**src/rtl/twire_slave_rsp.sv**
```systemverilog
// Two-wire (I2C/SCCB-style) slave responder: decodes START/STOP, matches the device
// address and bridges received/transmitted bytes to a simple register-file port.
module twire_slave_rsp #(
    parameter logic [6:0] SLAVE_ADDR  = 7'h10,
    parameter int         SYNC_STAGES = 2
) (
    input  logic       clk,
    input  logic       rst,
    input  logic       scl_i,
    input  logic       sda_i,
    output logic       sda_oe,
    output logic [7:0] reg_addr,
    output logic [7:0] reg_wdata,
    output logic       reg_we,
    output logic       reg_re,
    input  logic [7:0] reg_rdata,
    output logic       busy
);
    typedef enum logic [3:0] {
        IDLE, DEV_ADDR, DEV_ACK, REG_ADDR, REG_ACK, WR_DATA, WR_ACK,
        RD_LOAD, RD_DATA, RD_ACK, WAIT_STOP
    } state_t;

    state_t                 state_q, state_d;
    logic [SYNC_STAGES-1:0] scl_sync_q, scl_sync_d, sda_sync_q, sda_sync_d;
    logic                   scl_prev_q, scl_prev_d, sda_prev_q, sda_prev_d;
    logic [2:0]             bit_cnt_q, bit_cnt_d;
    logic [6:0]             rx_q, rx_d;
    logic [7:0]             tx_q, tx_d;
    logic                   rw_q, rw_d;
    logic [1:0]             ld_q, ld_d;
    logic                   sda_oe_q, sda_oe_d;
    logic [7:0]             reg_addr_q, reg_addr_d, reg_wdata_q, reg_wdata_d;
    logic                   reg_we_q, reg_we_d, reg_re_q, reg_re_d, busy_q, busy_d;

    logic       scl_s, sda_s, scl_rise, scl_fall, start_det, stop_det;
    logic [7:0] rx_byte;

    assign scl_s     = scl_sync_q[SYNC_STAGES-1];
    assign sda_s     = sda_sync_q[SYNC_STAGES-1];
    assign scl_rise  = scl_s & ~scl_prev_q;
    assign scl_fall  = ~scl_s & scl_prev_q;
    assign start_det = scl_s & scl_prev_q & sda_prev_q & ~sda_s;
    assign stop_det  = scl_s & scl_prev_q & ~sda_prev_q & sda_s;
    assign rx_byte   = {rx_q, sda_s};

    always_comb begin
        state_d     = state_q;
        scl_sync_d  = {scl_sync_q[SYNC_STAGES-2:0], scl_i};
        sda_sync_d  = {sda_sync_q[SYNC_STAGES-2:0], sda_i};
        scl_prev_d  = scl_s;
        sda_prev_d  = sda_s;
        bit_cnt_d   = bit_cnt_q;
        rx_d        = rx_q;
        tx_d        = tx_q;
        rw_d        = rw_q;
        ld_d        = ld_q;
        sda_oe_d    = sda_oe_q;
        reg_addr_d  = reg_addr_q;
        reg_wdata_d = reg_wdata_q;
        reg_we_d    = 1'b0;
        reg_re_d    = 1'b0;
        busy_d      = busy_q;

        // The pointer advances the cycle after a write strobe so the strobe carries the old address.
        if (reg_we_q) begin
            reg_addr_d = reg_addr_q + 8'd1;
        end

        if (start_det) begin
            state_d   = DEV_ADDR;
            bit_cnt_d = 3'd0;
            sda_oe_d  = 1'b0;
            busy_d    = 1'b0;
        end else if (stop_det) begin
            state_d  = IDLE;
            sda_oe_d = 1'b0;
            busy_d   = 1'b0;
        end else begin
            case (state_q)
                DEV_ADDR, REG_ADDR, WR_DATA: begin
                    if (scl_rise) begin
                        rx_d      = rx_byte[6:0];
                        bit_cnt_d = bit_cnt_q + 3'd1;
                        if (bit_cnt_q == 3'd7) begin
                            if (state_q == DEV_ADDR) begin
                                if (rx_byte[7:1] == SLAVE_ADDR) begin
                                    state_d = DEV_ACK;
                                    busy_d  = 1'b1;
                                    rw_d    = rx_byte[0];
                                end else begin
                                    state_d = WAIT_STOP;
                                end
                            end else if (state_q == REG_ADDR) begin
                                reg_addr_d = rx_byte;
                                state_d    = REG_ACK;
                            end else begin
                                reg_wdata_d = rx_byte;
                                reg_we_d    = 1'b1;
                                state_d     = WR_ACK;
                            end
                        end
                    end
                end
                // ACK slot: first fall pulls SDA low, second fall releases it and ends the slot.
                DEV_ACK, REG_ACK, WR_ACK: begin
                    if (scl_fall) begin
                        if (!sda_oe_q) begin
                            sda_oe_d = 1'b1;
                        end else begin
                            sda_oe_d  = 1'b0;
                            bit_cnt_d = 3'd0;
                            state_d   = (state_q == DEV_ACK) ? REG_ADDR : WR_DATA;
                        end
                    end else if (scl_rise && state_q == DEV_ACK && rw_q && sda_oe_q) begin
                        state_d = RD_LOAD;
                        ld_d    = 2'd0;
                    end
                end
                // Request, wait one cycle for the user file, capture, then drive MSB on the next fall.
                RD_LOAD: begin
                    if (ld_q == 2'd0) begin
                        reg_re_d = 1'b1;
                        ld_d     = 2'd1;
                    end else if (ld_q == 2'd1) begin
                        ld_d = 2'd2;
                    end else if (ld_q == 2'd2) begin
                        tx_d = reg_rdata;
                        ld_d = 2'd3;
                    end else if (scl_fall) begin
                        sda_oe_d  = ~tx_q[7];
                        tx_d      = {tx_q[6:0], 1'b0};
                        bit_cnt_d = 3'd0;
                        state_d   = RD_DATA;
                    end
                end
                RD_DATA: begin
                    if (scl_fall) begin
                        sda_oe_d = ~tx_q[7];
                        tx_d     = {tx_q[6:0], 1'b0};
                    end else if (scl_rise) begin
                        bit_cnt_d = bit_cnt_q + 3'd1;
                        if (bit_cnt_q == 3'd7) begin
                            state_d = RD_ACK;
                        end
                    end
                end
                RD_ACK: begin
                    if (scl_fall) begin
                        sda_oe_d = 1'b0;
                    end else if (scl_rise) begin
                        reg_addr_d = reg_addr_q + 8'd1;
                        if (!sda_s) begin
                            state_d = RD_LOAD;
                            ld_d    = 2'd0;
                        end else begin
                            state_d = WAIT_STOP;
                        end
                    end
                end
                default: ;
            endcase
        end
    end

    always_ff @(posedge clk) begin
        if (rst) begin
            state_q     <= IDLE;
            scl_sync_q  <= '1;
            sda_sync_q  <= '1;
            scl_prev_q  <= 1'b1;
            sda_prev_q  <= 1'b1;
            bit_cnt_q   <= 3'd0;
            rx_q        <= 7'd0;
            tx_q        <= 8'd0;
            rw_q        <= 1'b0;
            ld_q        <= 2'd0;
            sda_oe_q    <= 1'b0;
            reg_addr_q  <= 8'd0;
            reg_wdata_q <= 8'd0;
            reg_we_q    <= 1'b0;
            reg_re_q    <= 1'b0;
            busy_q      <= 1'b0;
        end else begin
            state_q     <= state_d;
            scl_sync_q  <= scl_sync_d;
            sda_sync_q  <= sda_sync_d;
            scl_prev_q  <= scl_prev_d;
            sda_prev_q  <= sda_prev_d;
            bit_cnt_q   <= bit_cnt_d;
            rx_q        <= rx_d;
            tx_q        <= tx_d;
            rw_q        <= rw_d;
            ld_q        <= ld_d;
            sda_oe_q    <= sda_oe_d;
            reg_addr_q  <= reg_addr_d;
            reg_wdata_q <= reg_wdata_d;
            reg_we_q    <= reg_we_d;
            reg_re_q    <= reg_re_d;
            busy_q      <= busy_d;
        end
    end

    assign sda_oe    = sda_oe_q;
    assign reg_addr  = reg_addr_q;
    assign reg_wdata = reg_wdata_q;
    assign reg_we    = reg_we_q;
    assign reg_re    = reg_re_q;
    assign busy      = busy_q;
endmodule

```
**config.mk**
```make
export PLATFORM = sky130hd
export DESIGN_NAME = twire_slave_rsp
export DESIGN_NICKNAME = d
export VERILOG_FILES = /design/src/rtl/twire_slave_rsp.sv
export SDC_FILE = /design/constraint.sdc
export NUM_CORES = 1
export LEC_CHECK = 0
export BUFFER_PORTS_ARGS = -buffer_cell sky130_fd_sc_hd__buf_2
export CAP_MARGIN = 25
export CORE_MARGIN = 3
export CORE_UTILIZATION = 49
export CTS_CLUSTER_SIZE = 8
export DETAILED_ROUTE_END_ITERATION = 8
export PLACE_DENSITY = 0.68
export SLEW_MARGIN = 20
export SYNTH_ARGS = -nofsm -noshare
export SYNTH_HDL_FRONTEND = slang
export SYNTH_SLANG_ARGS = --single-unit
```
**constraint.sdc**
```tcl
create_clock -name clk -period 2.02 [get_ports clk]
set_input_delay 0.202 -clock clk [delete_from_list [all_inputs] [get_ports clk]]
set_output_delay 0.202 -clock clk [all_outputs]
set_load 0.02 [all_outputs]
```
==> flow_summary.ini, run 1 <==
[clocking]
cts_tree = built
ctsHoldBuffers = 0
clock_path_buffers = 2
clk_pin_slew_ps = 100
cts_root_buffer = clkbuf_8
clkSinkCount = 51
htreeDepth = 2
insertion_delay_ps = 310
cts_buffers = 5

[synthesis]
post-synth-top-area-cell = dfxtp_1
ys_seq_area_share_pct = 34.9
synth.top_cell.area_share_pct = 34.9
async_flop_share_pct = 0
ys.flop_type = dfxtp_1
synth-edff-count = 0
syn_inst = 340
ys_warn_count = 0
synthTopCellsByCount = dfxtp_1 (51), nor2_1 (36), mux2i_1 (28), nand2_1 (21), o21ai_0 (14)
synth_cell_type_count = 64
syn_nets = 355
synth_seq_cells = 51
synthTopCellsByArea = dfxtp_1 (35%), mux2i_1 (9.6%), nor2_1 (4.6%)
syn_area_per_cell_um2 = 8.61
synth.most_common_cell = dfxtp_1
synth_area_um2 = 2930

[power_and_ir_drop]
combPwrFrac_pct = 36.9
power_switching_mw = 1.12
p_leak_nw = 1.32
swShare_pct = 38.9
p_seq_share_pct = 41.3
total_power_mw = 2.89
irDropWorstVdd_v = 0.000423
internal_power_mw = 1.77
clockPowerShare_pct = 21.7
power_density_nw_per_um2 = 864

[critical_path]
crit_arrival_ps = 2100
path_class = reg2reg
worst-path-max-fanout = 15
endpoint_kind = register
worstSetupStartpointType = register
required_ps = 2250

[timing]
fin_crit_ps = 1870
whs_ps = 69.0
slew_headroom_pct = 71.9
final_max_slew_viol_count = 0
clock.fmax_mhz = 535
hold_violations = 0
setup_viol = 0
worst_pin_slew_ps = 421
layout_worst_path_cycle_share_pct = 92.6
final.setup.tns_ps = 0
skew_ps = 3.95
rsz0062_at_grt = no

[routing]
viasPerCell = 6.08
routedWlPerCell_um = 16.6
drc = 0
via_count = 2735
drt_pre_antenna_iters = 5
ant_nets = 0
drt-initial-drc-count = 306
routed_wl_mm = 7.47

[placement]
io_buffers = 31
dpl.cell_count = 442
gp_congestion = 0.964
post-dp-hpwl_mm = 5.41

[floorplanning]
core_area_um2 = 5640
die_w_um = 83.3
dieArea_um2 = 6940
start_util_pct = 51.9
chipHeight_um = 83.3
num_rows = 27
io_pins = 32

[global_route]
gr-usage-met2_pct = 33.8
grt_pass1_wl_mm = 12.3
grt.total_usage_pct = 21.3
grt_pass1_vias = 2512
top_usage_layer = met2
antenna_found_initial = 0
use_met3_pct = 2.68
overflow = 0
use_met1_pct = 29.7
grt_max_degree = 22

[job]
max_cap_violations = 0

[finish]
syn_to_final_growth_pct = 14.4
drive_above_1_share_pct = 23.0
layout.cells.non_filler = 450
nNetsFinal = 392
antenna_cells = 0

[outcome]
status = completed

[min_path]
hold_path_class = in2reg
## worst max-delay path: stages (launching register included)
cell      delay, ps
dfxtp_1         500
or3b_4          460
o22ai_1         160
and3_1          250
buf_12          150
nor2_1           50
a211oi_1        210
## area by class of cell
type / count / area [um^2]
clock buffer: 5 / 68.8
fill: 511 / 2290
timing repair buffer: 55 / 348
sequential: 51 / 1020
inverter: 7 / 26.3
tap: 72 / 90.1
clock inverter: 3 / 27.5
multi-input combinational: 257 / 1760
## through the flow
step / utilization (%) / instance area (um^2) / setup slack (ps)
after CTS: 59.2 / 3340 / 109
final: 59.3 / 3350 / 150
after global routing: 59.3 / 3350 / 21.5
after floorplan: - / 2930 / 367
after global placement: 57.5 / 3240 / 154
after detailed placement: 57.5 / 3240 / 143
## power groups by stage
stage | clock [mW] | sequential [mW] | combinational, mW
floorplan | 0 | 1.12 | 0.878
global placement | 0 | 1.20 | 1.02
detailed placement | 0 | 1.21 | 1.04
CTS | 0.641 | 1.18 | 1.05
global route | 0.680 | 1.20 | 1.19
finish | 0.628 | 1.20 | 1.07
## layout by cell type, fill, tap and decap left out, types with 3 or more instances in the layout
| master | n |
|---|---|
| o31ai_1 | 5 |
| nand2b_1 | 6 |
| nand2_1 | 21 |
| a311oi_1 | 3 |
| nor2_1 | 36 |
| o211ai_1 | 8 |
| nand4_1 | 9 |
| or2_2 | 7 |
| clkbuf_8 | 5 |
| buf_4 | 23 |
| buf_2 | 31 |
| o22ai_1 | 3 |
| o21ai_0 | 14 |
| mux2i_1 | 28 |
| xnor2_1 | 6 |
| nor3_1 | 6 |
| dfxtp_2 | 3 |
| and2_1 | 3 |
| a32oi_1 | 3 |
| nor2b_1 | 4 |
| nand3_1 | 8 |
| xor2_1 | 7 |
| dfxtp_1 | 48 |
| a31oi_1 | 5 |
| inv_1 | 7 |
| a211oi_1 | 9 |
| ha_1 | 3 |
| o21a_1 | 3 |
| a21oi_1 | 13 |
## layer usage
layer | vias up | share of wire (%)
li1 | 1330 | -
met1 | 1269 | 47
met2 | 116 | 46
met3 | 20 | 5.2
met5 | - | 0
met4 | 0 | 2.5
## state kept, by name, summed over array words and instances, names as in the netlist, 3 cells and up
name,flops
bit_cnt_q,3
rx_q,7
state_q,4
tx_q,8
reg_addr,8
reg_wdata,8
## path summary, 6_finish.rpt
path,startpoint,slack (ps),to,cells after the start
worst min-delay path,scl_i,70,scl_sync_q[0],2
worst min register to register,scl_sync_q[0],420,scl_sync_q[1],1
worst max register to register,state_q[3],150,tx_q[5],6
worst max-delay path,state_q[3],150,tx_q[5],6
## cells by family after synthesis
logic type	synth area share (%)
xor gates and xnor gates	3.89
adders and majority gates	1.62
AOI/OAI and AO/OA	21.9
buffers and inverters	5.09
and+or+nand+nor	23.0
muxes	9.58
DFF	34.9
## what timing repair did
action,in CTS,in global routing
buffers inserted,0,0
setup endpoints to repair,0,7
endpoints found under the hold margin,0,0
gates resized for setup,0,4
Power figures use the tool's default switching activity.
==> run 2: changes to the inputs <==
--- a/config.mk
+++ b/config.mk
@@ -11,8 +11,7 @@
 export CORE_UTILIZATION = 49
 export CTS_CLUSTER_SIZE = 8
 export DETAILED_ROUTE_END_ITERATION = 8
-export PLACE_DENSITY = 0.68
-export SLEW_MARGIN = 20
+export PLACE_DENSITY = 0.69
 export SYNTH_ARGS = -nofsm -noshare
 export SYNTH_HDL_FRONTEND = slang
 export SYNTH_SLANG_ARGS = --single-unit
==> run 2 against run 1 <==
- sequential share of layout area down 0.34 points
- via count shrank 0.66%
- core utilization is 0.89 points higher
- clock skew rose by 2.4 ps
- worst setup slack got worse by 18 ps
- critical path depth grew 1
- clock power is 14% higher
- design area up 1.5%
- combinational power rose by 12%
- sequential power about the same
- critical endpoint is now tx_q[4]
- largest power group is now combinational cells
- highest routed layer unchanged
==> flow_summary.ini, run 2 (synthesis gave the netlist of run 1 again) <==
[timing]
slew_headroom_pct = 49.5
final.setup.tns_ps = 0
skew_ps = 6.39
hold_violations = 0
setup_viol = 0
fin_crit_ps = 1890
worst_pin_slew_ps = 753
layout_worst_path_cycle_share_pct = 93.5
rsz0062_at_grt = no
clock.fmax_mhz = 529
final_max_slew_viol_count = 0

[routing]
viasPerCell = 5.98
routedWlPerCell_um = 16.3
drc = 0
drt-initial-drc-count = 223
via_count = 2717
ant_nets = 0
drt_pre_antenna_iters = 5
routed_wl_mm = 7.41

[critical_path]
endpoint_kind = register
path_class = reg2reg
rr_worst_depth = 7
crit_path_start = state_q[2]
r2r_setup_slack_ps = 130
required_ps = 2240
crit_arrival_ps = 2110
r2r_start = state_q[2]
worst-path-max-fanout = 15
worstSetupStartpointType = register
regToRegEndpoint = tx_q[4]

[clocking]
cts_buffers = 5
insertion_delay_ps = 300
clock_path_buffers = 2
clk_pin_slew_ps = 90
post_cts_buffers = 0
clkSinkCount = 51
htreeDepth = 2
cts_root_buffer = clkbuf_8
cts_tree = built

[min_path]
hold_path_startpoint = scl_i
min_to = scl_sync_q[0]
hold_path_class = in2reg
whs_path_depth = 2

[finish]
syn_to_final_growth_pct = 16.1
mostFrequentLayoutCell = dfxtp_1
antenna_cells = 0
nNetsFinal = 396
layout.cells.non_filler = 454
fill_cells = 503
final_cell_mix = dfxtp_1 (47), nor2_1 (36), buf_2 (31)
drive_above_1_share_pct = 24.1
fin_area_um2 = 3400

[floorplanning]
core_area_um2 = 5640
dieArea_um2 = 6940
chipHeight_um = 83.3
num_rows = 27
start_util_pct = 51.9
io_pins = 32
die_w_um = 83.3

[power_and_ir_drop]
p_leak_nw = 1.35
power_density_nw_per_um2 = 910
irDropWorstVdd_v = 0.000488

[placement]
gp_congestion = 0.960
dpl_cell_area_um2 = 3270
dpl.cell_count = 446
io_buffers = 31
post-dp-hpwl_mm = 5.47

[global_route]
grt_pass1_wl_mm = 12.6
grt.total_usage_pct = 21.7
grt_max_degree = 33
antenna_found_initial = 0
grt_pass1_vias = 2604
overflow = 0

[job]
max_cap_violations = 0

[outcome]
status = completed
run 2: cell types whose count changed in the layout (fill, tap and decap cells not counted):
| cell | previous run | this run |
|---|---|---|
| dfxtp_4 | 0 | 1 |
| clkinv_2 | 0 | 1 |
| clkinvlp_4 | 1 | 0 |
| bufinv_16 | 0 | 1 |
| buf_4 | 23 | 27 |
| inv_8 | 1 | 0 |
| dfxtp_1 | 48 | 47 |
run 2: repair_timing:
item | CTS | global route
endpoints found under the setup margin | 0 | 9
hold buffers | 0 | 0
gates resized for setup | 0 | 6
run 2: area by class of cell:
cell class,count,area [um^2],share of cell area [%]
clock buffers,5,68.8,2.03
inverters,7,26.3,0.773
flip-flops and latches,51,1030,30.3
repair buffers,59,378,11.1
clock inverters,3,43.8,1.29
multi-input cells,257,1760,51.9
well taps,72,90.1,2.65
run 2: critical path, stage by stage, from the launching register on:
cell and delay [ps]:
dfxtp_4 390, buf_4 170, or3b_4 420, o22ai_1 190
and3_1 240, buf_12 150, nor2_1 40, a211oi_1 190
run 2: layer usage:
layer,routed length [um],vias up,share of wire (%),GRT usage [%]
met2,3330,90,45,33.8
li1,-,1333,-,-
met3,474,14,6.4,4.37
met1,3460,1280,47,29.9
met5,0,-,0,0
met4,147,0,2.0,7.13
run 2: power breakdown:
group | switching (mW) | internal (mW)
registers | 0.111 | 1.07
clock network | 0.348 | 0.369
logic | 0.671 | 0.526
total | 1.13 | 1.96
run 2: worst max path at each step:
| stage | endpoint | slack, ps | depth (start not counted) |
|---|---|---|---|
| after global placement | tx_q[4] | 140 | 7 |
| after CTS | tx_q[4] | 80 | 7 |
| after detailed placement | tx_q[6] | 100 | 7 |
| final | tx_q[4] | 130 | 7 |
| after global routing | tx_q[4] | 3 | 7 |
| after floorplan | reg_wdata[7] | 370 | 8 |
run 2: stage by stage:
step	power (mW)	worst slack (ps)	util, %	hold WS, ps
floorplan	2.00	367	-	306
global placement	2.34	138	58.0	386
detailed placement	2.35	98.6	58.0	387
CTS	3.06	76.3	60.0	75.1
global route	3.25	2.59	60.2	90.7
finish	3.09	131	60.2	79.1
==> run 3: changes to the inputs <==
--- a/config.mk
+++ b/config.mk
@@ -11,6 +11,7 @@
 export CORE_UTILIZATION = 49
 export CTS_CLUSTER_SIZE = 8
 export DETAILED_ROUTE_END_ITERATION = 8
+export GPL_ROUTABILITY_DRIVEN = 0
 export PLACE_DENSITY = 0.69
 export SYNTH_ARGS = -nofsm -noshare
 export SYNTH_HDL_FRONTEND = slang
==> constraint.sdc (replaced) <==
create_clock -name clk -period 1.9 [get_ports clk]
set_input_delay 0.19 -clock clk [delete_from_list [all_inputs] [get_ports clk]]
set_output_delay 0.19 -clock clk [all_outputs]
set_load 0.02 [all_outputs]
==> run 3 against run 2 <==
- global-route usage shrank 0.31 points
- flip-flop and latch count is the same
- clock power shrank 5.2%
- non-clock buffer count grew 7
- first-iteration DRC count grew 20%
- critical path depth shrank 1
- highest routed layer unchanged
- hold slack lost 25 ps
- clock-buffer cell count is the same
- largest cell class unchanged
==> flow_summary.ini, run 3 (synthesis gave the netlist of run 1 again) <==
[timing]
fin_crit_ps = 1790
clock.fmax_mhz = 560
slew_headroom_pct = 64.1
hold_violations = 0
skew_ps = 4.48
final_max_slew_viol_count = 0
worst_pin_slew_ps = 533
layout_worst_path_cycle_share_pct = 94.1
setup_viol = 0
setup_ws_ps = 113

[power_and_ir_drop]
power_density_nw_per_um2 = 928
total_power_mw = 3.21
p_leak_nw = 1.38
irDropWorstVdd_v = 0.000485

[critical_path]
worst-path-max-fanout = 15
crit_arrival_ps = 2020
critPathSlowestCell = or3b_4
crit_buf_inv = 1
cpPeakStageDelay_ps = 470
worstSetupStartpointType = register
crit_path_cell_trace = or3b_4 -> o22ai_1 -> and3_1 -> buf_12 -> nor2_1 -> a211oi_1
endpoint_kind = register
required_ps = 2130
path_class = reg2reg
crit_family = simple AND/OR/NAND/NOR gates

[clocking]
insertion_delay_ps = 310
cts_tree = built
clock_path_buffers = 2
cts_root_buffer = clkbuf_8
clkSinkCount = 51
htreeDepth = 2
cts_buffers = 5
clk_pin_slew_ps = 100

[finish]
fill_cells = 506
antenna_cells = 0
nNetsFinal = 403
mostFrequentLayoutCell = dfxtp_1
layout.cells.non_filler = 461
final_cell_mix = dfxtp_1 (47), nor2_1 (36), buf_4 (33)
post-route-util_pct = 61.3
syn_to_final_growth_pct = 18.2
drive_above_1_share_pct = 26.0

[global_route]
grt_max_degree = 38
grt_pass1_wl_mm = 12.4
grt.total_usage_pct = 21.4
grt_pass1_vias = 2567
overflow = 0
antenna_found_initial = 0

[floorplanning]
core_area_um2 = 5640
dieArea_um2 = 6940
num_rows = 27
start_util_pct = 51.9
die_w_um = 83.3
io_pins = 32
chipHeight_um = 83.3

[placement]
io_buffers = 31
pre_cts_ws_ps = 11.9
dpl.cell_count = 447
post-dp-hpwl_mm = 5.25

[routing]
drt-initial-drc-count = 267
via_count = 2761
drt_pre_antenna_iters = 5
viasPerCell = 5.99
ant_nets = 0
routedWlPerCell_um = 15.9
drc = 0
routed_wl_mm = 7.34

[min_path]
hold_path_class = in2reg

[outcome]
status = completed

[job]
max_cap_violations = 0
run 3: per-layer routing:
metal  up-vias  global-route usage, %  part of all wire, %
met1      1303                   30.0                   46
li1       1353                      -                    -
met2        95                   32.5                   46
met5         -                      0                    0
met3        10                   3.87                  6.2
met4         0                   8.17                  1.4
run 3: through the flow:
stage                     hold slack [ps]  setup TNS, ps  cell area [um^2]
final                                54.3              0              3460
after CTS                            49.6         -0.820              3380
after floorplan                       294              0              2930
after global routing                 50.6          -11.8              3460
after detailed placement              380              0              3280
after global placement                372              0              3280
run 3: power breakdown:
group / switching [mW] / total, mW / internal (mW)
registers: 0.122 / 1.25 / 1.13
clock network: 0.406 / 0.680 / 0.274
logic: 0.712 / 1.28 / 0.564
total: 1.24 / 3.21 / 1.97
run 3: final timing paths:
path,startpoint,to,slack [ps],cells after the start
min,sda_i,sda_sync_q[0],50,2
max reg2reg,state_q[1],tx_q[3],110,6
min reg2reg,scl_sync_q[0],scl_sync_q[1],420,1
max,state_q[1],tx_q[3],110,6
run 3: worst reg2reg max path, stage by stage, from the launching register on:
cell and delay [ps]:
dfxtp_2 420, or3b_4 470, o22ai_1 180, and3_1 230
buf_12 150, nor2_1 50, a211oi_1 200
run 3: timing repair:
item / in CTS / in global routing
hold endpoints to repair: 0 / 0
resized for setup: 2 / 10
cloned: 0 / 1
buffers inserted: 0 / 5
endpoints found under the setup margin: 3 / 26
hold buffers: 0 / 0
pin swaps: 0 / 2
run 3: layout make-up:
cell class	instances	area (um^2)	share of cell area (%)
Clock buffer	5	68.8	1.99
Clock inverter	3	28.8	0.832
Inverter	7	26.3	0.760
Multi-Input combinational cell	257	1790	51.8
Sequential cell	51	1030	29.7
Tap cell	72	90.1	2.60
Timing Repair Buffer	66	428	12.4
